File: config.mk
export PLATFORM = sky130hd
export DESIGN_NAME = z80_bus_master
export DESIGN_NICKNAME = d
export VERILOG_FILES = /design/src/rtl/z80_bus_master.sv
export SDC_FILE = /design/constraint.sdc
export NUM_CORES = 1
export LEC_CHECK = 0
export CELL_PAD_IN_SITES_DETAIL_PLACEMENT = 1
export CELL_PAD_IN_SITES_GLOBAL_PLACEMENT = 2
export CORE_MARGIN = 3
export CORE_UTILIZATION = 33
export DETAILED_ROUTE_END_ITERATION = 16
export PLACE_DENSITY = 0.79
export SYNTH_ARGS = -nofsm -noshare
export SYNTH_HDL_FRONTEND = slang
export SYNTH_SLANG_ARGS = --single-unit
File: constraint.sdc
create_clock -name clk -period 2.6 [get_ports clk]
set_input_delay 0.52 -clock clk [delete_from_list [all_inputs] [get_ports clk]]
set_output_delay 0.52 -clock clk [all_outputs]
set_load 0.02 [all_outputs]
File: src/rtl/z80_bus_master.sv
// Borrows the Z80 external bus via /BUSRQ-/BUSAK and runs one byte-wide
// memory or I/O cycle with Z80-style strobes, then hands the bus back.
module z80_bus_master #(
    parameter int WAIT_STATES   = 0,
    parameter int BUSAK_TIMEOUT = 255
) (
    input  logic        clk,
    input  logic        rst_n,
    input  logic        req,
    input  logic        we,
    input  logic        io,
    input  logic [15:0] addr,
    input  logic [7:0]  wdata,
    output logic        ack,
    output logic        err,
    output logic [7:0]  rdata,
    output logic        busrq_n,
    input  logic        busak_n,
    input  logic        wait_n,
    output logic        bus_oe,
    output logic [15:0] a_o,
    output logic [7:0]  d_o,
    output logic        d_oe,
    input  logic [7:0]  d_i,
    output logic        mreq_n,
    output logic        iorq_n,
    output logic        rd_n,
    output logic        wr_n
);

    typedef enum logic [2:0] {
        IDLE,
        REQ,
        T1,
        T2,
        T3,
        ERR,
        REL
    } state_t;

    localparam logic [15:0] TO_LIM  = 16'(BUSAK_TIMEOUT);
    localparam logic [3:0]  WS_INIT = 4'(WAIT_STATES);

    state_t      state;
    logic        we_q;
    logic        io_q;
    logic [15:0] addr_q;
    logic [7:0]  wdata_q;
    logic [15:0] to_cnt;
    logic [3:0]  ws_cnt;

    always_ff @(posedge clk or negedge rst_n) begin
        if (!rst_n) begin
            state   <= IDLE;
            we_q    <= 1'b0;
            io_q    <= 1'b0;
            addr_q  <= 16'h0000;
            wdata_q <= 8'h00;
            to_cnt  <= 16'h0000;
            ws_cnt  <= 4'h0;
            ack     <= 1'b0;
            err     <= 1'b0;
            rdata   <= 8'h00;
            busrq_n <= 1'b1;
            bus_oe  <= 1'b0;
            a_o     <= 16'h0000;
            d_o     <= 8'h00;
            d_oe    <= 1'b0;
            mreq_n  <= 1'b1;
            iorq_n  <= 1'b1;
            rd_n    <= 1'b1;
            wr_n    <= 1'b1;
        end else begin
            ack <= 1'b0;
            err <= 1'b0;
            unique case (state)
                IDLE: begin
                    busrq_n <= 1'b1;
                    bus_oe  <= 1'b0;
                    d_oe    <= 1'b0;
                    if (req) begin
                        we_q    <= we;
                        io_q    <= io;
                        addr_q  <= addr;
                        wdata_q <= wdata;
                        to_cnt  <= 16'h0000;
                        busrq_n <= 1'b0;
                        state   <= REQ;
                    end
                end
                REQ: begin
                    if (!busak_n) begin
                        bus_oe <= 1'b1;
                        a_o    <= addr_q;
                        d_o    <= wdata_q;
                        d_oe   <= we_q;
                        state  <= T1;
                    end else if (to_cnt == TO_LIM) begin
                        ack     <= 1'b1;
                        err     <= 1'b1;
                        busrq_n <= 1'b1;
                        state   <= ERR;
                    end else begin
                        to_cnt <= to_cnt + 16'd1;
                    end
                end
                T1, T2: begin
                    if (busak_n) begin
                        // Grant lost: get off the bus before anything else
                        bus_oe  <= 1'b0;
                        d_oe    <= 1'b0;
                        mreq_n  <= 1'b1;
                        iorq_n  <= 1'b1;
                        rd_n    <= 1'b1;
                        wr_n    <= 1'b1;
                        busrq_n <= 1'b1;
                        ack     <= 1'b1;
                        err     <= 1'b1;
                        state   <= ERR;
                    end else if (state == T1) begin
                        mreq_n <= io_q;
                        iorq_n <= !io_q;
                        rd_n   <= we_q;
                        wr_n   <= !we_q;
                        ws_cnt <= WS_INIT;
                        state  <= T2;
                    end else if (ws_cnt != 4'h0) begin
                        ws_cnt <= ws_cnt - 4'd1;
                    end else if (wait_n) begin
                        mreq_n <= 1'b1;
                        iorq_n <= 1'b1;
                        rd_n   <= 1'b1;
                        wr_n   <= 1'b1;
                        ack    <= 1'b1;
                        if (!we_q) begin
                            rdata <= d_i;
                        end
                        state <= T3;
                    end
                end
                T3: begin
                    bus_oe  <= 1'b0;
                    d_oe    <= 1'b0;
                    busrq_n <= 1'b1;
                    state   <= REL;
                end
                ERR: begin
                    state <= IDLE;
                end
                REL: begin
                    if (busak_n) begin
                        state <= IDLE;
                    end
                end
                default: begin
                    state <= IDLE;
                end
            endcase
        end
    end

endmodule
Word-level counts from Yosys, hierarchy flattened. Index checks and enable logic that the tools add are counted.

$add $sub $neg: 2. Eq/ne operators: 17. Muxes and demuxes: 44. Bitwise gates (word level): 4. Reduce and logical (&&, ||, !) cells: 20.

Operators with widths (count): $mux 16 (3); $pmux 16 s2 (1); $mux 1 (24); $mux 3 (8); $add 16x1->16 const B (1); $eq 16x8->1 const B (1); $pmux 3 s5 (1); $ne 2x2->1 const B (7); $reduce_and 3->1 (3); $mux 4 (2); $ne 4x4->1 const B (2); $reduce_and 4->1 (2); $reduce_bool 4->1 (2); $eq 3x2->1 const B (2); $eq 3x3->1 const B (2); $ne 3x3->1 const B (2); $pmux 1 s3 (2); $reduce_and 6->1 (1); $reduce_bool 3->1 (2); $reduce_and 5->1 (1); $not 1->1 (4); $pmux 1 s2 (2); $pmux 1 s4 (1); $reduce_and 2->1 (2); other kinds (6) (9).

Register bits: 90. Input port bits: 39. Output and inout port bits: 41. Logic and storage cells: 106.

Depth between registers and ports, before layout. Gate-level depths: netlist (run 1).

Depth after elaboration: 5. Depth in mapped cells: 6. Mapped depth without buffers: 6.

Least setup slack after synthesis (run 1). No wires, ideal clock.

Path type: input to register. Start point: input port busak_n. End point: register rdata[0]. Data arrival time: 1.970 ns. Data required time: 2.475 ns. Path slack: 0.505 ns. Stages on the path: 6. Cells stage by stage: buf_6 -> or3b_1 -> buf_2 -> or4_1 -> buf_6 -> mux2_4.

Word-level cells in the longest chain between the ends: 2.

RTL lines: from (decl) (line 18) `input logic busak_n,`; $not 1->1 (no line); $reduce_and 6->1 (no line); to (signal assigned) (line 136) `rdata <= d_i;`; to (decl) (line 16) `output logic [7:0] rdata,`.

No other way between the ends. A chain may end at the register's enable or synchronous reset.

Worst setup path in the final report (run 1).
Start point: input port busak_n. End point: register rdata[4].

The elaborated chain is that of the path after synthesis.

==> key figures, run 1 <==
Worst setup path
  – R2r setup slk: 0.54 ns
  – Worst r2r path cells: 6
  – Critical path cell sequence: clkdlybuf4s50_1 -> or3b_1 -> or4_1 -> buf_4 -> mux2_4
  – Worst Path Buf+Inv: 2
  – Kind of critical path: in2reg
  – Crit path launch: busak_n
  – Critical Path AT: 2.34 ns
  – Critical-path maximum fanout: 8
  – Reg2reg start: ws_cnt[0]
  – Worst Path Required: 2.83 ns
  – Kind of end point of the critical path: flip-flop
  – Critical path's top delay family: simple AND/OR/NAND/NOR gates
  – Crit. path cell count: 5
  – Largest stage delay on the critical path: 0.49 ns
  – CP max stage cell: clkdlybuf4s50_1
  – Critical Path Start Type: input pin
  – RR Endpoint: rdata[4]
  – Critical path endpoint: rdata[4]

Timing
  – Final min period: 2.110 ns
  – Final hold viol count: 0
  – Clk_skew: 0.002805 ns
  – Final setup TNS: 0 ns
  – Hold_ws: 0.1339 ns
  – Worst slew pin tran: 0.5780 ns
  – Fmax: 473.9 MHz
  – Setup-failing EPs final: 0
  – Max Slew Vio Count: 0
  – Worst Slack Setup Final: 0.4897 ns
  – Rel. slew slack: 61.21%
  – Unrepaired setup endpoints after global routing: false
  – Final period utilization: 81.16%

GRT
  – First-pass GRT wire length: 16760 microns
  – Largest net degree at the start of global routing: 56
  – Grt ovf: 0
  – Initial antenna violation count: 0
  – GRT Total Usage: 15.90%
  – Vias in the first global route: 3349

Route
  – WL per Instance: 16.33 microns
  – Drt first pass iters: 4
  – # DRC: 0
  – Routed Antenna Nets: 0
  – Drt total wl: 9700 microns
  – Vias: 3027
  – Via-to-Cell Ratio: 5.096
  – DR iter-0 viols: 82

Synthesis
  – Most common cell in the netlist: nand2_1
  – Synth top cells by count: nand2_1, dfrtp_1, mux2_2
  – Adder-cell share of the synthesized area: 0.9467%
  – Post-synth EDFFs: 0
  – Simple-gate portion of the synthesized area: 20.04%
  – Synthesized flop and latch total: 90
  – Sequential area share after synthesis: 56.96%
  – Largest family of logic cells by synthesized area: simple AND/OR/NAND/NOR gates
  – Ys Warns: 0
  – Mapped Area: 0.003965 sq mm
  – Synth Area in Compound Gates: 8.173%
  – Post-synth ARST share: 100.0%
  – Cells after Synth: 363
  – Post-synthesis mux area share: 10.35%
  – Mean Syn Cell Area: 10.92 sq um
  – Synthesized Nets: 405
  – XOR/XNOR Fraction of Synth Area: 0.4418%
  – Main synth FF type: dfrtp_1
  – Synth top area cells: dfrtp_1, nand2_1, mux2_2, dfstp_2, mux2_4
  – Synth top area share: 53.64%
  – Yosys top cell by area: dfrtp_1
  – Yosys cell types: 46

Clock tree
  – Worst-Skew Late Latency: 0.34 ns
  – CTS H-tree lvls: 3
  – Number of setup buffers added after CTS: 0
  – Cts hold-fix bufs: 0
  – Clock-pin slew on the worst setup and hold paths: 0.06 ns
  – Clk root buf: clkbuf_16
  – Max clock buf depth: 2
  – CTS resizes: 0
  – CTS buffer count: 9
  – CTS tree: built
  – Clk sinks: 90

Outcome
  – Status: completed

Worst hold path
  – Worst Hold Class: in2async

Place
  – Pre-CTS setup slack: 0.1506 ns
  – Dpl cell area: 0.004977 sq mm
  – Buffers on Ports: 79
  – Final RePlAce weighted congestion: 0.7566
  – DP Wirelength: 6613 microns

Final layout
  – Syn-to-layout area delta: 32.41%
  – Design Area, Final: 0.005250 sq mm
  – # diodes: 0
  – Total Nets Final: 489
  – Layout cells sized above 1: 16.19%
  – # fillers: 1257

Floorplanning
  – Row cnt: 39
  – Die W: 115.6 microns
  – Starting Density: 34.29%
  – Die Area: 0.01337 sq mm
  – I/O Pins: 80
  – Die height: 115.6 microns
  – Total core area: 0.01156 sq mm

Job
  – Max-cap violations: 0

Power
  – Worst vdd ir: 0.4707 mV
  – Leakage: 2.346 nW
  – P per Cell Area: 1073 mW/mm^2
-- how the worst min path moves through the flow --
stage / start / end / slack, ns / cells after the start
global route: rst_n / a_o[14] / 0.16 / 1
floorplan: rst_n / a_o[0] / 0.22 / 0
finish: rst_n / a_o[14] / 0.13 / 1
detailed placement: io_q / iorq_n / 0.45 / 1
global placement: io_q / iorq_n / 0.43 / 1
CTS: rst_n / to_cnt[4] / 0.15 / 1
-- routing by layer --
| layer | part of all wire (%) | GRT usage, % |
|---|---|---|
| met1 | 45 | 20.57 |
| met2 | 50 | 25.93 |
| met3 | 3.7 | 4.752 |
| met4 | 1.3 | 4.795 |
| met5 | 0 | 0 |
-- where the power goes --
| group | total, mW | switching, mW | internal (mW) | leakage, nW |
|---|---|---|---|---|
| sequential | 2.23 | 0.302 | 1.93 | 1.15 |
| combinational | 2.20 | 1.11 | 1.09 | 1.06 |
| clock | 1.20 | 0.510 | 0.693 | 0.132 |
-- flip-flops by register name, indices dropped and copies added, names as in the netlist --
register	count
a_o	16
ack	1
addr_q	16
bus_oe	1
busrq_n	1
d_o	8
d_oe	1
err	1
io_q	1
iorq_n	1
mreq_n	1
rd_n	1
rdata	8
state	3
to_cnt	16
wdata_q	8
we_q	1
wr_n	1
ws_cnt	4
-- kinds of logic (layout without fill, tap and decap cells) --
kind of cell / Yosys count / in the layout
AND/OR/NAND/NOR: 160 / 160
flip-flops: 90 / 90
buffers and inverters: 25 / 113
multiplexers: 34 / 34
XOR/XNOR: 2 / 2
AO/OA/AOI/OAI: 49 / 49
adder cells (fa/ha/maj): 3 / 3
-- area by class of cell --
cell class | count | area [sq um] | area share, %
inverter | 5 | 18.77 | 0.3575
multi-input combinational | 248 | 1590 | 30.29
sequential | 90 | 2258 | 43.02
clock buffer | 13 | 260.3 | 4.957
tap | 143 | 178.9 | 3.408
clock inverter | 2 | 12.51 | 0.2383
timing repair buffer | 93 | 930.9 | 17.73
-- metrics by stage --
step / total power, mW / instances / utilization, %
2_1_floorplan: 3.455 / 363 / -
5_1_grt: 6.045 / 594 / 45.40
3_5_place_dp: 4.497 / 579 / 43.04
4_1_cts: 5.746 / 594 / 45.40
3_3_place_gp: 4.434 / 579 / 43.04
6_report: 5.632 / 594 / 45.40
-- cells in the final DEF (no fill, tap or decap), types with 4 or more instances in the layout --
master / instances
a21oi_1: 9
or3_1: 4
a22o_1: 5
dfstp_2: 5
mux2_4: 8
o21ai_1: 4
nand2_1: 93
or4_1: 7
nand2b_1: 4
clkdlybuf4s50_1: 78
o211ai_1: 7
nor2_1: 10
nand4_1: 7
buf_4: 12
o21ai_0: 12
nor4_1: 6
nand3_1: 7
inv_1: 5
dfrtp_1: 85
mux2_2: 24
clkbuf_16: 9
Power figures use the tool's default switching activity.
==> inputs of run 2 (changes only) <==
==> constraint.sdc (replaced) <==
create_clock -name clk -period 2.2 [get_ports clk]
set_input_delay 0.44 -clock clk [delete_from_list [all_inputs] [get_ports clk]]
set_output_delay 0.44 -clock clk [all_outputs]
set_load 0.02 [all_outputs]
==> run 2 against run 1 <==
Effect of this change: clock skew rose by 0.0041 ns; highest routed layer unchanged; routed wire length is 3.8% higher; core utilization is 1.1 points higher; largest cell class unchanged; non-clock buffer count is 12 higher; sequential power is 19% higher; final cell count is 2.2% higher; sequential share of layout area fell by 1.1 points; worst hold slack worse by 0.13 ns; via count is 1.5% higher; critical path depth grew 2; design area rose by 2.5%; largest power group unchanged.
==> key figures, run 2 (synthesis results as in run 1) <==
Outcome
  – Status: completed

Timing
  – Max Slew Vio Count: 0
  – Worst slew pin tran: 0.4023 ns
  – Final hold viol count: 0
  – Rel. slew slack: 72.93%
  – Final period utilization: 94.05%
  – Final setup TNS: 0 ns
  – Unrepaired setup endpoints after global routing: false
  – Fmax: 483.3 MHz
  – Setup-failing EPs final: 0
  – Final min period: 2.069 ns
  – Clk_skew: 0.006888 ns

Place
  – Dpl cells: 591
  – DP Wirelength: 7005 microns
  – Final RePlAce weighted congestion: 0.7478
  – Buffers on Ports: 79

Floorplanning
  – Starting Density: 34.29%
  – Die Area: 0.01337 sq mm
  – Die W: 115.6 microns
  – Total core area: 0.01156 sq mm
  – Die height: 115.6 microns
  – I/O Pins: 80
  – Row cnt: 39

GRT
  – GRT Total Usage: 15.97%
  – Vias in the first global route: 3414
  – First-pass GRT wire length: 16890 microns
  – Initial antenna violation count: 0
  – Largest net degree at the start of global routing: 45
  – Grt ovf: 0

Worst hold path
  – Worst Hold Class: in2async

Worst setup path
  – Critical-path maximum fanout: 8
  – Worst Path Required: 2.46 ns
  – RR Endpoint: rdata[6]
  – Kind of end point of the critical path: flip-flop
  – R2r setup slk: 0.22 ns
  – Reg2reg start: ws_cnt[0]
  – Kind of critical path: in2reg
  – Worst r2r path cells: 6
  – Critical Path AT: 2.33 ns
  – Critical Path Start Type: input pin

Route
  – DR iter-0 viols: 147
  – WL per Instance: 16.58 microns
  – Vias: 3073
  – Via-to-Cell Ratio: 5.063
  – Drt first pass iters: 4
  – Routed Antenna Nets: 0
  – # DRC: 0
  – Drt total wl: 10070 microns

Final layout
  – Most common cell after layout, fill and taps aside: nand2_1
  – Total Nets Final: 501
  – Most frequent cells in the layout: nand2_1, dfrtp_1, clkdlybuf4s50_1
  – # diodes: 0
  – Non-Filler Instances: 607
  – Layout cells sized above 1: 18.97%
  – Syn-to-layout area delta: 35.72%
  – Biggest regs: a_o x16, addr_q x16, to_cnt x16

Clock tree
  – Clk root buf: clkbuf_16
  – Clk sinks: 90
  – CTS tree: built
  – Worst-Skew Late Latency: 0.34 ns
  – CTS buffer count: 9
  – Number of setup buffers added after CTS: 0
  – Cts hold-fix bufs: 0
  – Max clock buf depth: 2
  – CTS resizes: 0
  – Clock-pin slew on the worst setup and hold paths: 0.07 ns
  – CTS H-tree lvls: 3

Power
  – Worst vdd ir: 0.4878 mV
  – Leakage: 2.432 nW
  – P per Cell Area: 1282 mW/mm^2

Job
  – Max-cap violations: 0
run 2: changes by cell type in the layout (fill, tap and decap cells not counted), sizes merged:
cell / previous run / this run
inv: 5 / 6
buf: 15 / 27
bufinv: 0 / 1
clkbuf: 13 / 11
clkinvlp: 1 / 0
clkinv: 1 / 3
run 2: layer usage:
layer / vias up / wire length, microns / global-route usage [%]
met5: - / 0 / 0
met4: 0 / 134 / 4.486
met3: 12 / 369 / 4.230
met2: 49 / 5091 / 26.47
met1: 1548 / 4468 / 20.78
li1: 1464 / - / -
run 2: per-stage QoR:
stage	instance area [sq um]	power (mW)	worst slack [ns]	util (%)	hold slack [ns]
floorplan	3965	4.083	0.1853	-	0.1444
global placement	5067	5.281	-0.1744	43.82	0.3743
detailed placement	5067	5.360	-0.1851	43.82	0.3783
CTS	5381	7.017	0.1638	46.53	0.005760
global route	5381	7.352	0.08602	46.53	0.02001
finish	5381	6.899	0.1309	46.53	0.003415
run 2: final cells by class:
| cell class | count | area (sq um) |
|---|---|---|
| Clock inverter | 5 | 61.31 |
| Sequential cell | 90 | 2258 |
| Multi-Input combinational cell | 248 | 1590 |
| Timing Repair Buffer | 105 | 1021 |
| Fill cell | 1260 | 6183 |
| Inverter | 5 | 18.77 |
| Tap cell | 143 | 178.9 |
| Clock buffer | 11 | 252.7 |
run 2: power breakdown:
group	total, mW	leakage, nW	internal (mW)	switching (mW)
clock	1.60	0.156	0.949	0.654
sequential	2.66	1.15	2.28	0.376
combinational	2.64	1.13	1.33	1.31
total	6.90	2.43	4.56	2.34
run 2: critical path: stages:
cell and delay [ns]:
clkdlybuf4s50_1 0.55, nor4bb_1 0.34, buf_4 0.22, nand3_1 0.10
nor4_1 0.31, buf_4 0.19, mux2i_1 0.18
run 2: worst max path at each step:
stage / start / slack, ns / depth (start not counted) / to
final: busak_n / 0.13 / 7 / to_cnt[13]
after detailed placement: busak_n / -0.19 / 5 / rdata[6]
after CTS: busak_n / 0.16 / 5 / rdata[6]
after global routing: busak_n / 0.09 / 7 / to_cnt[13]
after floorplan: busak_n / 0.19 / 6 / rdata[0]
after global placement: busak_n / -0.17 / 5 / rdata[2]
==> inputs of run 3 (changes only) <==
--- a/config.mk
+++ b/config.mk
@@ -10,6 +10,7 @@
 export CORE_MARGIN = 3
 export CORE_UTILIZATION = 33
 export DETAILED_ROUTE_END_ITERATION = 16
+export GPL_ROUTABILITY_DRIVEN = 0
 export PLACE_DENSITY = 0.79
 export SYNTH_ARGS = -nofsm -noshare
 export SYNTH_HDL_FRONTEND = slang
==> results of run 3 <==
The final DEF is identical to that of run 2; final timing and power are the same.
